### src/rtl/multicycle_control_if.sv
// Control bundle between the multicycle MIPS main controller and its datapath.
// The controller side is the master: it observes Opcode/Zero/MemReady and
// drives every datapath strobe and mux select.
interface multicycle_control_if #(
    parameter int STATE_W = 4
);
    logic [5:0]         Opcode;
    logic               Zero;
    logic               MemReady;
    logic               MemReq;
    logic               MemWrite;
    logic               IorD;
    logic               IRWrite;
    logic               RegDst;
    logic               MemtoReg;
    logic               RegWrite;
    logic               ALUSrcA;
    logic [1:0]         ALUSrcB;
    logic               ExtOp;
    logic [1:0]         ALUOp;
    logic [1:0]         PCSrc;
    logic               PCEn;
    logic               IllegalOp;
    logic [STATE_W-1:0] StateOut;

    modport master (
        input  Opcode, Zero, MemReady,
        output MemReq, MemWrite, IorD, IRWrite, RegDst, MemtoReg, RegWrite,
               ALUSrcA, ALUSrcB, ExtOp, ALUOp, PCSrc, PCEn, IllegalOp, StateOut
    );

    modport slave (
        output Opcode, Zero, MemReady,
        input  MemReq, MemWrite, IorD, IRWrite, RegDst, MemtoReg, RegWrite,
               ALUSrcA, ALUSrcB, ExtOp, ALUOp, PCSrc, PCEn, IllegalOp, StateOut
    );
endinterface

### src/rtl/multicycle_control.sv
// Main control FSM for the multicycle MIPS datapath.
//
// state   | code | meaning
// IDLE    |  0   | post-reset, all strobes off
// FETCH   |  1   | read instruction at PC, PC <= PC+4 when memory is ready
// DECODE  |  2   | register read, branch target precompute, dispatch on opcode
// MEMADR  |  3   | lw/sw effective address
// MEMRD   |  4   | load data read, waits on MemReady
// MEMWB   |  5   | load writeback to rt
// MEMWR   |  6   | store, write strobe held through wait states
// RTYPEEX |  7   | R-type ALU op
// RTYPEWB |  8   | R-type writeback to rd
// BEQEX   |  9   | compare, PC <= ALUOut when Zero
// IMMEX   | 10   | addi/andi/ori ALU op
// IMMWB   | 11   | immediate writeback to rt
// JEX     | 12   | jump
//
// State-only outputs are registered from the next state so they line up with
// state_q and clear asynchronously on reset. IRWrite, PCEn and IllegalOp depend
// on inputs within the cycle and are decoded combinationally from state_q.
module multicycle_control #(
    parameter int STATE_W = 4
) (
    input  logic                 clk,
    input  logic                 reset,
    multicycle_control_if.master bus
);

    localparam logic [5:0] OP_RTYPE = 6'b000000;
    localparam logic [5:0] OP_J     = 6'b000010;
    localparam logic [5:0] OP_BEQ   = 6'b000100;
    localparam logic [5:0] OP_ADDI  = 6'b001000;
    localparam logic [5:0] OP_ANDI  = 6'b001100;
    localparam logic [5:0] OP_ORI   = 6'b001101;
    localparam logic [5:0] OP_LW    = 6'b100011;
    localparam logic [5:0] OP_SW    = 6'b101011;

    typedef enum logic [STATE_W-1:0] {
        IDLE    = 4'd0,
        FETCH   = 4'd1,
        DECODE  = 4'd2,
        MEMADR  = 4'd3,
        MEMRD   = 4'd4,
        MEMWB   = 4'd5,
        MEMWR   = 4'd6,
        RTYPEEX = 4'd7,
        RTYPEWB = 4'd8,
        BEQEX   = 4'd9,
        IMMEX   = 4'd10,
        IMMWB   = 4'd11,
        JEX     = 4'd12
    } state_t;

    state_t     state_q, state_d;
    logic       mem_req_q, mem_req_d;
    logic       mem_write_q, mem_write_d;
    logic       iord_q, iord_d;
    logic       reg_dst_q, reg_dst_d;
    logic       mem_to_reg_q, mem_to_reg_d;
    logic       reg_write_q, reg_write_d;
    logic       alu_src_a_q, alu_src_a_d;
    logic [1:0] alu_src_b_q, alu_src_b_d;
    logic       ext_op_q, ext_op_d;
    logic [1:0] alu_op_q, alu_op_d;
    logic [1:0] pc_src_q, pc_src_d;
    logic       op_known;

    // Next-state selection and output decode of the state being entered.
    always_comb begin
        op_known = (bus.Opcode == OP_RTYPE) || (bus.Opcode == OP_J)    ||
                   (bus.Opcode == OP_BEQ)   || (bus.Opcode == OP_ADDI) ||
                   (bus.Opcode == OP_ANDI)  || (bus.Opcode == OP_ORI)  ||
                   (bus.Opcode == OP_LW)    || (bus.Opcode == OP_SW);

        state_d = FETCH;
        case (state_q)
            IDLE:    state_d = FETCH;
            FETCH:   state_d = bus.MemReady ? DECODE : FETCH;
            DECODE: begin
                case (bus.Opcode)
                    OP_LW, OP_SW:             state_d = MEMADR;
                    OP_RTYPE:                 state_d = RTYPEEX;
                    OP_BEQ:                   state_d = BEQEX;
                    OP_ADDI, OP_ANDI, OP_ORI: state_d = IMMEX;
                    OP_J:                     state_d = JEX;
                    default:                  state_d = FETCH;
                endcase
            end
            MEMADR:  state_d = (bus.Opcode == OP_SW) ? MEMWR : MEMRD;
            MEMRD:   state_d = bus.MemReady ? MEMWB : MEMRD;
            MEMWR:   state_d = bus.MemReady ? FETCH : MEMWR;
            RTYPEEX: state_d = RTYPEWB;
            IMMEX:   state_d = IMMWB;
            default: state_d = FETCH;
        endcase

        mem_req_d    = 1'b0;
        mem_write_d  = 1'b0;
        iord_d       = 1'b0;
        reg_dst_d    = 1'b0;
        mem_to_reg_d = 1'b0;
        reg_write_d  = 1'b0;
        alu_src_a_d  = 1'b0;
        alu_src_b_d  = 2'b00;
        ext_op_d     = 1'b0;
        alu_op_d     = 2'b00;
        pc_src_d     = 2'b00;
        case (state_d)
            FETCH: begin
                mem_req_d   = 1'b1;
                alu_src_b_d = 2'b01;
            end
            DECODE: begin
                alu_src_b_d = 2'b11;
                ext_op_d    = 1'b1;
            end
            MEMADR: begin
                alu_src_a_d = 1'b1;
                alu_src_b_d = 2'b10;
                ext_op_d    = 1'b1;
            end
            MEMRD: begin
                mem_req_d = 1'b1;
                iord_d    = 1'b1;
            end
            MEMWB: begin
                mem_to_reg_d = 1'b1;
                reg_write_d  = 1'b1;
            end
            MEMWR: begin
                mem_req_d   = 1'b1;
                iord_d      = 1'b1;
                mem_write_d = 1'b1;
            end
            RTYPEEX: begin
                alu_src_a_d = 1'b1;
                alu_op_d    = 2'b10;
            end
            RTYPEWB: begin
                reg_dst_d   = 1'b1;
                reg_write_d = 1'b1;
            end
            BEQEX: begin
                alu_src_a_d = 1'b1;
                alu_op_d    = 2'b01;
                pc_src_d    = 2'b01;
            end
            IMMEX: begin
                // Opcode is still the DECODE-cycle instruction; IR is stable here.
                alu_src_a_d = 1'b1;
                alu_src_b_d = 2'b10;
                ext_op_d    = (bus.Opcode == OP_ADDI);
                alu_op_d    = (bus.Opcode == OP_ADDI) ? 2'b00 : 2'b11;
            end
            IMMWB: begin
                reg_write_d = 1'b1;
            end
            JEX: begin
                pc_src_d = 2'b10;
            end
            default: ;
        endcase
    end

    // State register with registered Moore outputs; reset drops every strobe at once.
    always_ff @(posedge clk or posedge reset) begin
        if (reset) begin
            state_q      <= IDLE;
            mem_req_q    <= 1'b0;
            mem_write_q  <= 1'b0;
            iord_q       <= 1'b0;
            reg_dst_q    <= 1'b0;
            mem_to_reg_q <= 1'b0;
            reg_write_q  <= 1'b0;
            alu_src_a_q  <= 1'b0;
            alu_src_b_q  <= 2'b00;
            ext_op_q     <= 1'b0;
            alu_op_q     <= 2'b00;
            pc_src_q     <= 2'b00;
        end else begin
            state_q      <= state_d;
            mem_req_q    <= mem_req_d;
            mem_write_q  <= mem_write_d;
            iord_q       <= iord_d;
            reg_dst_q    <= reg_dst_d;
            mem_to_reg_q <= mem_to_reg_d;
            reg_write_q  <= reg_write_d;
            alu_src_a_q  <= alu_src_a_d;
            alu_src_b_q  <= alu_src_b_d;
            ext_op_q     <= ext_op_d;
            alu_op_q     <= alu_op_d;
            pc_src_q     <= pc_src_d;
        end
    end

    // Input-qualified strobes: instruction load/PC+4 on memory ready, branch on Zero.
    always_comb begin
        bus.IRWrite   = (state_q == FETCH) && bus.MemReady;
        bus.PCEn      = ((state_q == FETCH) && bus.MemReady) || (state_q == JEX) ||
                        ((state_q == BEQEX) && bus.Zero);
        bus.IllegalOp = (state_q == DECODE) && !op_known;
    end

    assign bus.MemReq   = mem_req_q;
    assign bus.MemWrite = mem_write_q;
    assign bus.IorD     = iord_q;
    assign bus.RegDst   = reg_dst_q;
    assign bus.MemtoReg = mem_to_reg_q;
    assign bus.RegWrite = reg_write_q;
    assign bus.ALUSrcA  = alu_src_a_q;
    assign bus.ALUSrcB  = alu_src_b_q;
    assign bus.ExtOp    = ext_op_q;
    assign bus.ALUOp    = alu_op_q;
    assign bus.PCSrc    = pc_src_q;
    assign bus.StateOut = state_q;

endmodule

### src/flat_wrapper.sv
// flat-port wrapper written by rule: the top's interface ports become plain ports
module multicycle_control_flat 
#(
    parameter int STATE_W = 4
)
  (clk, reset, bus_Opcode, bus_Zero, bus_MemReady, bus_MemReq, bus_MemWrite, bus_IorD, bus_IRWrite, bus_RegDst, bus_MemtoReg, bus_RegWrite, bus_ALUSrcA, bus_ALUSrcB, bus_ExtOp, bus_ALUOp, bus_PCSrc, bus_PCEn, bus_IllegalOp, bus_StateOut);
  multicycle_control_if #(.STATE_W(STATE_W)) bus_i ();
  input  logic clk;
  input  logic reset;
  input wire logic [$bits(bus_i.Opcode)-1:0] bus_Opcode;
  input wire logic [$bits(bus_i.Zero)-1:0] bus_Zero;
  input wire logic [$bits(bus_i.MemReady)-1:0] bus_MemReady;
  output wire logic [$bits(bus_i.MemReq)-1:0] bus_MemReq;
  output wire logic [$bits(bus_i.MemWrite)-1:0] bus_MemWrite;
  output wire logic [$bits(bus_i.IorD)-1:0] bus_IorD;
  output wire logic [$bits(bus_i.IRWrite)-1:0] bus_IRWrite;
  output wire logic [$bits(bus_i.RegDst)-1:0] bus_RegDst;
  output wire logic [$bits(bus_i.MemtoReg)-1:0] bus_MemtoReg;
  output wire logic [$bits(bus_i.RegWrite)-1:0] bus_RegWrite;
  output wire logic [$bits(bus_i.ALUSrcA)-1:0] bus_ALUSrcA;
  output wire logic [$bits(bus_i.ALUSrcB)-1:0] bus_ALUSrcB;
  output wire logic [$bits(bus_i.ExtOp)-1:0] bus_ExtOp;
  output wire logic [$bits(bus_i.ALUOp)-1:0] bus_ALUOp;
  output wire logic [$bits(bus_i.PCSrc)-1:0] bus_PCSrc;
  output wire logic [$bits(bus_i.PCEn)-1:0] bus_PCEn;
  output wire logic [$bits(bus_i.IllegalOp)-1:0] bus_IllegalOp;
  output wire logic [$bits(bus_i.StateOut)-1:0] bus_StateOut;
  assign bus_i.Opcode = bus_Opcode;
  assign bus_i.Zero = bus_Zero;
  assign bus_i.MemReady = bus_MemReady;
  assign bus_MemReq = bus_i.MemReq;
  assign bus_MemWrite = bus_i.MemWrite;
  assign bus_IorD = bus_i.IorD;
  assign bus_IRWrite = bus_i.IRWrite;
  assign bus_RegDst = bus_i.RegDst;
  assign bus_MemtoReg = bus_i.MemtoReg;
  assign bus_RegWrite = bus_i.RegWrite;
  assign bus_ALUSrcA = bus_i.ALUSrcA;
  assign bus_ALUSrcB = bus_i.ALUSrcB;
  assign bus_ExtOp = bus_i.ExtOp;
  assign bus_ALUOp = bus_i.ALUOp;
  assign bus_PCSrc = bus_i.PCSrc;
  assign bus_PCEn = bus_i.PCEn;
  assign bus_IllegalOp = bus_i.IllegalOp;
  assign bus_StateOut = bus_i.StateOut;
  multicycle_control #(.STATE_W(STATE_W)) u_core (.clk(clk), .reset(reset), .bus(bus_i));
endmodule
### config.mk
export PLATFORM = sky130hd
export DESIGN_NAME = multicycle_control_flat
export DESIGN_NICKNAME = d
export VERILOG_FILES = /design/src/rtl/multicycle_control_if.sv /design/src/rtl/multicycle_control.sv /design/src/flat_wrapper.sv
export SDC_FILE = /design/constraint.sdc
export NUM_CORES = 1
export LEC_CHECK = 0
export BUFFER_PORTS_ARGS = -buffer_cell sky130_fd_sc_hd__buf_4
export CAP_MARGIN = 15
export CELL_PAD_IN_SITES_DETAIL_PLACEMENT = 1
export CELL_PAD_IN_SITES_GLOBAL_PLACEMENT = 1
export CORE_ASPECT_RATIO = 1.75
export CORE_MARGIN = 4
export CORE_UTILIZATION = 34
export CTS_CLUSTER_SIZE = 25
export DETAILED_ROUTE_END_ITERATION = 7
export GPL_ROUTABILITY_DRIVEN = 0
export PLACE_DENSITY = 0.79
export REMOVE_ABC_BUFFERS = 1
export SYNTH_ARGS = -nofsm -noshare
export SYNTH_HDL_FRONTEND = slang
export SYNTH_SLANG_ARGS = --single-unit
export TNS_END_PERCENT = 10
### constraint.sdc
create_clock -name clk -period 1.81 [get_ports clk]
set_clock_uncertainty 0.2 [all_clocks]
set_input_delay 0.181 -clock clk [delete_from_list [all_inputs] [get_ports clk]]
set_output_delay 0.181 -clock clk [all_outputs]
set_load 0.1 [all_outputs]
==> results of run 1 <==
-- per-stage QoR --
step | instances | power (W) | hold WS [ns] | worst slack [ns]
after floorplan | 97 | 0.00211 | -0.0804 | -1.53
after global placement | 189 | 0.00272 | 0.0908 | -0.188
after detailed placement | 189 | 0.00279 | 0.110 | -0.251
after CTS | 201 | 0.00345 | 0.179 | -0.216
after global routing | 201 | 0.00369 | 0.252 | -0.379
final | 201 | 0.00354 | 0.198 | -0.274
-- worst max-delay path by stage --
stage,startpoint,to
5_1_grt,u_core.bus.StateOut[0]$_DFF_PP0_,u_core.bus.ALUSrcA$_DFF_PP0_
3_5_place_dp,u_core.bus.StateOut[0]$_DFF_PP0_,u_core.bus.ALUSrcA$_DFF_PP0_
3_3_place_gp,u_core.bus.StateOut[0]$_DFF_PP0_,u_core.bus.ALUSrcA$_DFF_PP0_
4_1_cts,u_core.bus.StateOut[0]$_DFF_PP0_,bus_IllegalOp
2_1_floorplan,u_core.bus.StateOut[0]$_DFF_PP0_,bus_PCEn
6_report,u_core.bus.StateOut[0]$_DFF_PP0_,u_core.bus.ALUSrcA$_DFF_PP0_
-- kinds of logic after synthesis --
family / Yosys count / share of synthesized area (%)
AOI/OAI and AO/OA: 26 / 21.5
muxes: 2 / 1.97
buffers and inverters: 9 / 4.43
and+or+nand+nor: 47 / 27.8
DFF: 18 / 44.3
-- power by group --
part | switching (W) | internal [W]
Clock | 0.000137 | 0.000194
Sequential | 0.0000580 | 0.000511
Combinational | 0.00172 | 0.000917
Total | 0.00191 | 0.00162
-- worst max-delay path, delay by kind of cell (launching register included) --
kind / cells / cell delay [ns]
AOI/OAI and AO/OA: 3 / 0.88
DFF: 1 / 0.41
and+or+nand+nor: 2 / 0.30
buffers and inverters: 1 / 0.18
-- final cells by class --
class / count / area (sq um)
Fill cell: 328 / 1130
Multi-Input combinational cell: 75 / 608
Timing Repair Buffer: 72 / 603
Sequential cell: 18 / 452
Clock buffer: 4 / 55.1
Tap cell: 28 / 35.0
Inverter: 4 / 15.0
-- state kept, by name, summed over array words and instances, names as in the netlist, 2 cells and up --
name and flops:
u_core.bus.ALUSrcB 2, u_core.bus.StateOut 4, u_core.bus.ALUOp 2, u_core.bus.PCSrc 2
-- what timing repair did --
item                                    in CTS  in global routing
pin swaps                                   10                  3
cloned                                       0                  0
hold buffers                                 1                  0
endpoints found under the setup margin      16                 17
resized for setup                           28                  6
setup buffers                                7                  0
hold endpoints to repair                    18                  0
-- layer usage --
metal / routed length [microns] / share of wire (%) / up-vias
met3: 138 / 3.7 / 15
met1: 1250 / 33 / 525
met2: 2160 / 58 / 34
met5: 0 / 0 / -
met4: 204 / 5.4 / 0
li1: - / - / 512
-- cells in the final DEF, fill, tap and decap left out, types with 4 or more instances in the layout --
| cell type | instances |
|---|---|
| a21oi_1 | 5 |
| buf_4 | 62 |
| buf_6 | 6 |
| clkbuf_8 | 4 |
| dfrtp_1 | 17 |
| nand2_1 | 5 |
| nand2b_1 | 5 |
| nor2_1 | 7 |
| nor3_1 | 5 |
| o21ai_0 | 4 |
==> qor.txt, run 1 <==
Outcome -> complete, but fails checks
Violated checks -> negative setup slack
Share of layout cells above drive strength 1 -> 54.3%
Register area share after synthesis -> 44.3%
Crit-path max cell delay -> 0.41 ns
Met2 GRT Util -> 41.0%
CTS tree -> built
Die height -> 80.4 microns
Clk Latency, worst-skew pair -> 0.26 ns
Layout area overhead -> 73.8%
Most instantiated cells after synthesis -> dfrtp_1, nor2_1, a21oi_1, nand2_1, nor3_1
Crit-path cells -> nand2b_1 -> o221a_1 -> a311oi_4 -> inv_2 -> o31ai_2 -> nor3_1
I/O Buffers -> 30
Hold Path Depth -> 4
Prevailing post-synth register cell -> dfrtp_1
Power density over the cells -> 2000 nW/um^2
Leak pwr -> 0.832 nW
I/O pin count -> 31
Worst Hold Endpoint -> u_core.bus.MemtoReg$_DFF_PP0_
Crit path capture type -> flip-flop
DIE AREA -> 3970 sq um
Clock tree buffer depth -> 2
Setup TNS -> -2.31 ns
Post-route minimum period -> 2.08 ns
Initial Utilization -> 35.1%
Row cnt -> 26
Max-cap viol count -> 0
Fin nets -> 184
ANT nets after route -> 0
Slew Viols, Final -> 0
Finished Cell Area -> 1770 sq um
Gr busiest metal -> met2
Detailed placement HPWL -> 2.54 mm
Peak supply drop -> 1.08 mV
Asr flop ratio synth -> 100%
Cell Area, Placed -> 1500 sq um
Final worst path period share -> 115%
Crit path kind -> flip-flop to flip-flop
Synth Instances -> 102
H-tree Lvls -> 1
Global routing usage on met3 -> 2.23%
GRT Total Usage -> 20.9%
First-pass DRT Iterations -> 2
Hold Crit Class -> primary input to flip-flop
Via Count -> 1,086
Post-synth top area share -> 44.3%
Max-Slew Margin vs Limit -> 56.9%
Syn Area/Cell -> 9.97 sq um
Fin. Hold Viols -> 0
Total CTS buffers -> 3
Largest net degree at the start of global routing -> 19
First-pass GRT wire length -> 5.98 mm
Hold path start -> bus_MemReady
Post-layout util -> 61.1%
Worst R2R End -> u_core.bus.ALUSrcA$_DFF_PP0_
Global Route met1 Usage -> 18.8%
Core ar. -> 2900 sq um
Aggregate global routing overflow -> 0
Flop-to-flop setup slack -> -0.27 ns
CP Max Fanout -> 9
R2R depth -> 6
CP max stage cell -> dfrtp_1
Number of synthesized flops with an enable pin -> 0
Vias per cell -> 5.40
Launching point of the worst reg2reg path -> u_core.bus.StateOut[0]$_DFF_PP0_
Critical Path AT -> 2.03 ns
WP data required -> 1.75 ns
Top-count cell post-synth -> dfrtp_1
#FFs+latches synth -> 18
Synthesized area -> 1020 sq um
Synth area leader -> dfrtp_1
Min setup slack post-route -> -0.274 ns
Unrepaired setup endpoints after global routing -> true
Root buf cell -> clkbuf_8
Clk slew on worst S/H paths -> 0.07 ns
Ys Warns -> 0
CP Launch Type -> flip-flop
Per-cell routed wire length -> 18.6 microns
# setup viols final -> 15
F_max -> 480 MHz
Initial antenna violation count -> 0
DRT Wirelength -> 3.75 mm
Synth area leaders -> dfrtp_1, nor2_1, nand2b_1
DRT iter0 DRCs -> 18
DRC -> 0
Ant. Diodes -> 0
Least-Margin Pin Slew -> 0.645 ns
Die W -> 49.3 microns
Synth cell types -> 40
Vias in the first global route -> 1,193
Clock Sinks -> 18
Power figures use the tool's default switching activity.
==> inputs of run 2 (changes only) <==
--- a/config.mk
+++ b/config.mk
@@ -5,17 +5,18 @@
 export SDC_FILE = /design/constraint.sdc
 export NUM_CORES = 1
 export LEC_CHECK = 0
-export BUFFER_PORTS_ARGS = -buffer_cell sky130_fd_sc_hd__buf_4
 export CAP_MARGIN = 15
 export CELL_PAD_IN_SITES_DETAIL_PLACEMENT = 1
 export CELL_PAD_IN_SITES_GLOBAL_PLACEMENT = 1
 export CORE_ASPECT_RATIO = 1.75
 export CORE_MARGIN = 4
-export CORE_UTILIZATION = 34
+export CORE_UTILIZATION = 35
+export CTS_CLUSTER_DIAMETER = 40
 export CTS_CLUSTER_SIZE = 25
 export DETAILED_ROUTE_END_ITERATION = 7
+export DONT_BUFFER_PORTS = 1
 export GPL_ROUTABILITY_DRIVEN = 0
-export PLACE_DENSITY = 0.79
+export PLACE_DENSITY = 0.69
 export REMOVE_ABC_BUFFERS = 1
 export SYNTH_ARGS = -nofsm -noshare
 export SYNTH_HDL_FRONTEND = slang
==> qor.txt, run 2 (same netlist as run 1, synthesis figures left out) <==
Layout area overhead -> 58.4% (was 73.8%)
Vias per cell -> 5.59 (was 5.40)
Row cnt -> 25 (was 26)
Peak supply drop -> 1.29 mV (was 1.08 mV)
WP data required -> 1.43 ns (was 1.75 ns)
ANT nets after route -> 0 (unchanged)
First-pass GRT wire length -> 5.24 mm (was 5.98 mm)
Cell Area, Placed -> 1450 sq um (was 1500 sq um)
Clk slew on worst S/H paths -> 0.07 ns (about the same)
F_max -> 475 MHz (was 480 MHz)
Via Count -> 1,035 (was 1,086)
Unrepaired setup endpoints after global routing -> true (unchanged)
Total CTS buffers -> 3 (unchanged)
# setup viols final -> 16 (was 15)
Die height -> 79.3 microns (was 80.4 microns)
Crit path kind -> flip-flop to output pin (was flip-flop to flip-flop)
Total power draw -> 0.00339 W (was 0.00354 W)
Critical Path AT -> 1.72 ns (was 2.03 ns)
Fin. Hold Viols -> 0 (unchanged)
Power density over the cells -> 2100 nW/um^2 (was 2000 nW/um^2)
Hold slack final -> 0.0915 ns (was 0.198 ns)
Leading cell type in the layout, fill and taps excluded -> buf_4 (unchanged)
Vias in the first global route -> 1,122 (was 1,193)
Hold Crit Class -> primary input to flip-flop (unchanged)
H-tree Lvls -> 1 (unchanged)
Clk Latency, worst-skew pair -> 0.25 ns (was 0.26 ns)
Setup slack at placement -> -0.324 ns (was -0.251 ns)
Initial antenna violation count -> 0 (unchanged)
Leak pwr -> 0.742 nW (was 0.832 nW)
Finished Cell Area -> 1610 sq um (was 1770 sq um)
Ant. Diodes -> 0 (unchanged)
Clock Sinks -> 18 (unchanged)
Max-Slew Margin vs Limit -> 56.9% (about the same)
Crit-path cells -> buf_6 -> nor4b_4 -> buf_4 -> buf_6 -> o2111a_1 -> buf_12 (was nand2b_1 -> o221a_1 -> a311oi_4 -> inv_2 -> o31ai_2 -> nor3_1)
GRT Total Usage -> 17.1% (was 20.9%)
Root buf cell -> clkbuf_8 (unchanged)
I/O pin count -> 31 (unchanged)
CP most frequent cell -> buf_6
Most frequent cells in the layout -> buf_4, dfrtp_1, nor2_1 (unchanged)
Largest net degree at the start of global routing -> 19 (unchanged)
Initial Utilization -> 37.0% (was 35.1%)
DRC -> 0 (unchanged)
Per-cell routed wire length -> 17.3 microns (was 18.6 microns)
Final worst path period share -> 116% (was 115%)
I/O Buffers -> 0 (was 30)
DIE AREA -> 3870 sq um (was 3970 sq um)
Slew Viols, Final -> 0 (unchanged)
Outcome -> complete, but fails checks (unchanged)
DRT Wirelength -> 3.20 mm (was 3.75 mm)
Least-Margin Pin Slew -> 0.646 ns (was 0.645 ns)
Min setup slack post-route -> -0.295 ns (was -0.274 ns)
Max-cap viol count -> 0 (unchanged)
CP Launch Type -> flip-flop (unchanged)
First-pass DRT Iterations -> 4 (was 2)
Crit path capture type -> output pin (was flip-flop)
Clock tree buffer depth -> 2 (unchanged)
CP max stage cell -> dfrtp_1 (unchanged)
Crit-path max cell delay -> 0.42 ns (was 0.41 ns)
Detailed placement HPWL -> 2.47 mm (was 2.54 mm)
Die W -> 48.8 microns (was 49.3 microns)
Aggregate global routing overflow -> 0 (unchanged)
DRT iter0 DRCs -> 9 (was 18)
CP Max Fanout -> 6 (was 9)
Violated checks -> negative setup slack (unchanged)
Fin nets -> 169 (was 184)
Core ar. -> 2750 sq um (was 2900 sq um)
Largest register FFs -> 4 (unchanged)
CTS tree -> built (unchanged)
Share of layout cells above drive strength 1 -> 48.1% (was 54.3%)
Post-route minimum period -> 2.10 ns (was 2.08 ns)
==> run 2: cell types whose count changed in the layout (fill, tap and decap cells not counted), sizes merged <==
cell         change
dlygate4sd3      +1
buf             -16
==> run 2: metal layers <==
metal / vias to the layer above / global-route usage [%] / routed length, microns
li1: 486 / - / -
met3: 9 / 2.81 / 135
met4: 0 / 10.2 / 112
met2: 33 / 32.9 / 1890
met1: 507 / 16.2 / 1060
met5: - / 0 / 0
==> run 2: what timing repair did <==
action,4_1_cts,5_1_grt
hold buffers,2,0
gates resized for setup,8,6
hold endpoints to repair,19,0
endpoints found under the setup margin,16,16
gates cloned,0,0
pin swaps,3,4
buffers inserted,3,2
==> run 2: critical path: cells and delay by family, from the launching register on <==
kind            cells  cell delay [ns]
flops               1             0.42
buf+inv             4             0.62
compound gates      1             0.24
simple gates        1             0.20
==> run 2: worst paths after layout <==
| kind | startpoint | to | slack, ns | cells past startpoint |
|---|---|---|---|---|
| hold reg to reg | u_core.bus.StateOut[0]$_DFF_PP0_ | u_core.bus.RegDst$_DFF_PP0_ | 0.55 | 3 |
| max in group asynchronous | reset | u_core.bus.StateOut[2]$_DFF_PP0_ | 0.70 | 2 |
| setup / recovery | u_core.bus.StateOut[0]$_DFF_PP0_ | bus_IllegalOp | -0.29 | 6 |
| setup reg to reg | u_core.bus.StateOut[0]$_DFF_PP0_ | u_core.bus.ALUSrcA$_DFF_PP0_ | -0.26 | 6 |
| min in group asynchronous | reset | u_core.bus.MemWrite$_DFF_PP0_ | 0.26 | 2 |
| hold / removal | bus_Opcode[3] | u_core.bus.ExtOp$_DFF_PP0_ | 0.09 | 3 |
==> run 2: per-stage QoR <==
| step | util (%) | std cells | TNS [ns] |
|---|---|---|---|
| after floorplan | - | 97 | -13.61 |
| after global placement | 52.8 | 174 | -1.29 |
| after detailed placement | 52.8 | 174 | -2.85 |
| after CTS | 57.1 | 183 | -2.63 |
| after global routing | 58.5 | 185 | -4.29 |
| final | 58.5 | 185 | -2.75 |
==> run 2: final cells by class <==
class / count / area (sq um)
fill: 322 / 1140
multi-input combinational: 75 / 558
timing repair buffer: 57 / 498
sequential: 18 / 452
clock buffer: 4 / 55.1
tap: 27 / 33.8
inverter: 4 / 15.0
==> run 2: report_power, final <==
| group | switching (W) | internal, W | total (W) |
|---|---|---|---|
| Clock | 0.000132 | 0.000193 | 0.000325 |
| Sequential | 0.0000612 | 0.000512 | 0.000573 |
| Combinational | 0.00163 | 0.000860 | 0.00249 |
==> inputs of run 3 (changes only) <==
--- a/config.mk
+++ b/config.mk
@@ -10,13 +10,13 @@
 export CELL_PAD_IN_SITES_GLOBAL_PLACEMENT = 1
 export CORE_ASPECT_RATIO = 1.75
 export CORE_MARGIN = 4
-export CORE_UTILIZATION = 35
+export CORE_UTILIZATION = 41
 export CTS_CLUSTER_DIAMETER = 40
 export CTS_CLUSTER_SIZE = 25
 export DETAILED_ROUTE_END_ITERATION = 7
 export DONT_BUFFER_PORTS = 1
 export GPL_ROUTABILITY_DRIVEN = 0
-export PLACE_DENSITY = 0.69
+export PLACE_DENSITY = 0.77
 export REMOVE_ABC_BUFFERS = 1
 export SYNTH_ARGS = -nofsm -noshare
 export SYNTH_HDL_FRONTEND = slang
==> qor.txt, run 3 (same netlist as run 1, synthesis figures left out) <==
Post-route minimum period -> 2.23 ns (was 2.10 ns)
Least-Margin Pin Slew -> 0.746 ns (was 0.646 ns)
Critical Path End -> u_core.bus.ALUOp[1]$_DFF_PP0_ (was bus_IllegalOp)
GRT Total Usage -> 26.9% (was 17.1%)
Hold Crit Class -> primary input to flip-flop (unchanged)
Finished Cell Area -> 1690 sq um (was 1610 sq um)
Power density over the cells -> 2280 nW/um^2 (was 2100 nW/um^2)
Violated checks -> negative setup slack (unchanged)
CP Max Fanout -> 4 (was 6)
DRT Wirelength -> 5.16 mm (was 3.20 mm)
Leading cell type in the layout, fill and taps excluded -> buf_4 (unchanged)
# setup viols final -> 18 (was 16)
Peak supply drop -> 1.41 mV (was 1.29 mV)
Leak pwr -> 0.766 nW (was 0.742 nW)
DRC -> 0 (unchanged)
ANT nets after route -> 0 (unchanged)
DRT iter0 DRCs -> 57 (was 9)
WP data required -> 1.77 ns (was 1.43 ns)
Flop-to-flop setup slack -> -0.42 ns (was -0.26 ns)
Min setup slack post-route -> -0.417 ns (was -0.295 ns)
Clock Sinks -> 18 (unchanged)
Initial Utilization -> 43.6% (was 37.0%)
Most frequent cells in the layout -> buf_4, dfrtp_1, nor2_1 (unchanged)
Final worst path period share -> 123% (was 116%)
First-pass GRT wire length -> 6.37 mm (was 5.24 mm)
Clock tree buffer depth -> 2 (unchanged)
Root buf cell -> clkbuf_8 (unchanged)
I/O Buffers -> 0 (unchanged)
Worst setup startpoint -> u_core.bus.StateOut[2]$_DFF_PP0_ (was u_core.bus.StateOut[0]$_DFF_PP0_)
Max-cap viol count -> 0 (unchanged)
R2R depth -> 6 (unchanged)
CTS tree -> built (unchanged)
Largest net degree at the start of global routing -> 19 (unchanged)
Clk slew on worst S/H paths -> 0.07 ns (about the same)
Launching point of the worst reg2reg path -> u_core.bus.StateOut[2]$_DFF_PP0_ (was u_core.bus.StateOut[0]$_DFF_PP0_)
Cell Area, Placed -> 1420 sq um (was 1450 sq um)
Crit path capture type -> flip-flop (was output pin)
CP Launch Type -> flip-flop (unchanged)
Post-layout util -> 72.5% (was 58.5%)
F_max -> 449 MHz (was 475 MHz)
Share of layout cells above drive strength 1 -> 54.4% (was 48.1%)
Ant. Diodes -> 0 (unchanged)
Core ar. -> 2330 sq um (was 2750 sq um)
Unrepaired setup endpoints after global routing -> true (unchanged)
Vias per cell -> 6.45 (was 5.59)
H-tree Lvls -> 1 (unchanged)
Fillers -> 223 (was 322)
Critical Path AT -> 2.18 ns (was 1.72 ns)
Row cnt -> 23 (was 25)
Per-cell routed wire length -> 27.9 microns (was 17.3 microns)
Fin. Hold Viols -> 0 (unchanged)
Die W -> 45.7 microns (was 48.8 microns)
Crit path kind -> flip-flop to flip-flop (was flip-flop to output pin)
Total CTS buffers -> 3 (unchanged)
Slew Viols, Final -> 0 (unchanged)
DIE AREA -> 3370 sq um (was 3870 sq um)
Setup slack at placement -> -0.357 ns (was -0.324 ns)
Worst R2R End -> u_core.bus.ALUOp[1]$_DFF_PP0_ (was u_core.bus.ALUSrcA$_DFF_PP0_)
Largest register FFs -> 4 (unchanged)
Clk Latency, worst-skew pair -> 0.26 ns (was 0.25 ns)
Initial antenna violation count -> 0 (unchanged)
Aggregate global routing overflow -> 0 (unchanged)
Via Count -> 1,194 (was 1,035)
Vias in the first global route -> 1,242 (was 1,122)
Layout area overhead -> 66.2% (was 58.4%)
Die height -> 73.9 microns (was 79.3 microns)
Fin nets -> 171 (was 169)
Total power draw -> 0.00385 W (was 0.00339 W)
I/O pin count -> 31 (unchanged)
Setup TNS -> -5.34 ns (was -2.75 ns)
Detailed placement HPWL -> 2.64 mm (was 2.47 mm)
Max-Slew Margin vs Limit -> 49.7% (was 56.9%)
Outcome -> complete, but fails checks (unchanged)
First-pass DRT Iterations -> 4 (unchanged)
[run 3: metrics by stage]
| step | std cells | hold WS, ns |
|---|---|---|
| 2_1_floorplan | 97 | -0.0804 |
| 3_3_place_gp | 170 | -0.0168 |
| 3_5_place_dp | 170 | -0.00503 |
| 4_1_cts | 181 | 0.0779 |
| 5_1_grt | 185 | 0.136 |
| 6_report | 185 | 0.120 |
[run 3: report_power, final]
part	total, W	leakage (nW)	internal (W)	switching, W
combinational	0.00293	0.498	0.00100	0.00193
sequential	0.000587	0.240	0.000513	0.0000735
clock	0.000336	0.0288	0.000194	0.000142
[run 3: critical path, cell delays in order (launching register included)]
cell      delay (ns)
dfrtp_1         0.41
buf_4           0.17
o221a_4         0.30
a311oi_4        0.43
buf_4           0.19
nand4_1         0.14
a21oi_1         0.26
[run 3: how the worst min path moves through the flow]
stage               cells after the start  slack [ns]                       endpoint           from
CTS                                     3        0.08  u_core.bus.ALUOp[0]$_DFF_PP0_  bus_Opcode[3]
global route                            3        0.14  u_core.bus.ALUOp[0]$_DFF_PP0_  bus_Opcode[3]
detailed placement                      1      -0.005      u_core.bus.IorD$_DFF_PP0_          reset
floorplan                               1       -0.08  u_core.bus.ALUOp[0]$_DFF_PP0_          reset
finish                                  3        0.12  u_core.bus.ALUOp[0]$_DFF_PP0_  bus_Opcode[3]
global placement                        1       -0.02  u_core.bus.RegWrite$_DFF_PP0_          reset
[run 3: what timing repair did]
item                                   4_1_cts  5_1_grt
buffers inserted                             5        3
endpoints found under the hold margin       19        0
setup endpoints to repair                   17       17
gates cloned                                 0        1
pin swaps                                    6       10
hold buffers                                 2        0
gates resized for setup                      9       16
[run 3: cell type report]
type	count	area (sq um)	area share, %
Tap cell	25	31.3	1.85
Timing Repair Buffer	58	485	28.7
Sequential cell	18	452	26.7
Inverter	4	17.5	1.04
Clock buffer	4	55.1	3.26
Multi-Input combinational cell	76	649	38.4
[run 3: routing by layer]
metal  vias up  part of all wire (%)  track usage (%)
met1       607                    37             28.4
li1        495                     -                -
met3        25                   5.4             3.43
met4         0                   6.0             15.0
met5         -                     0                0
met2        67                    51             48.2
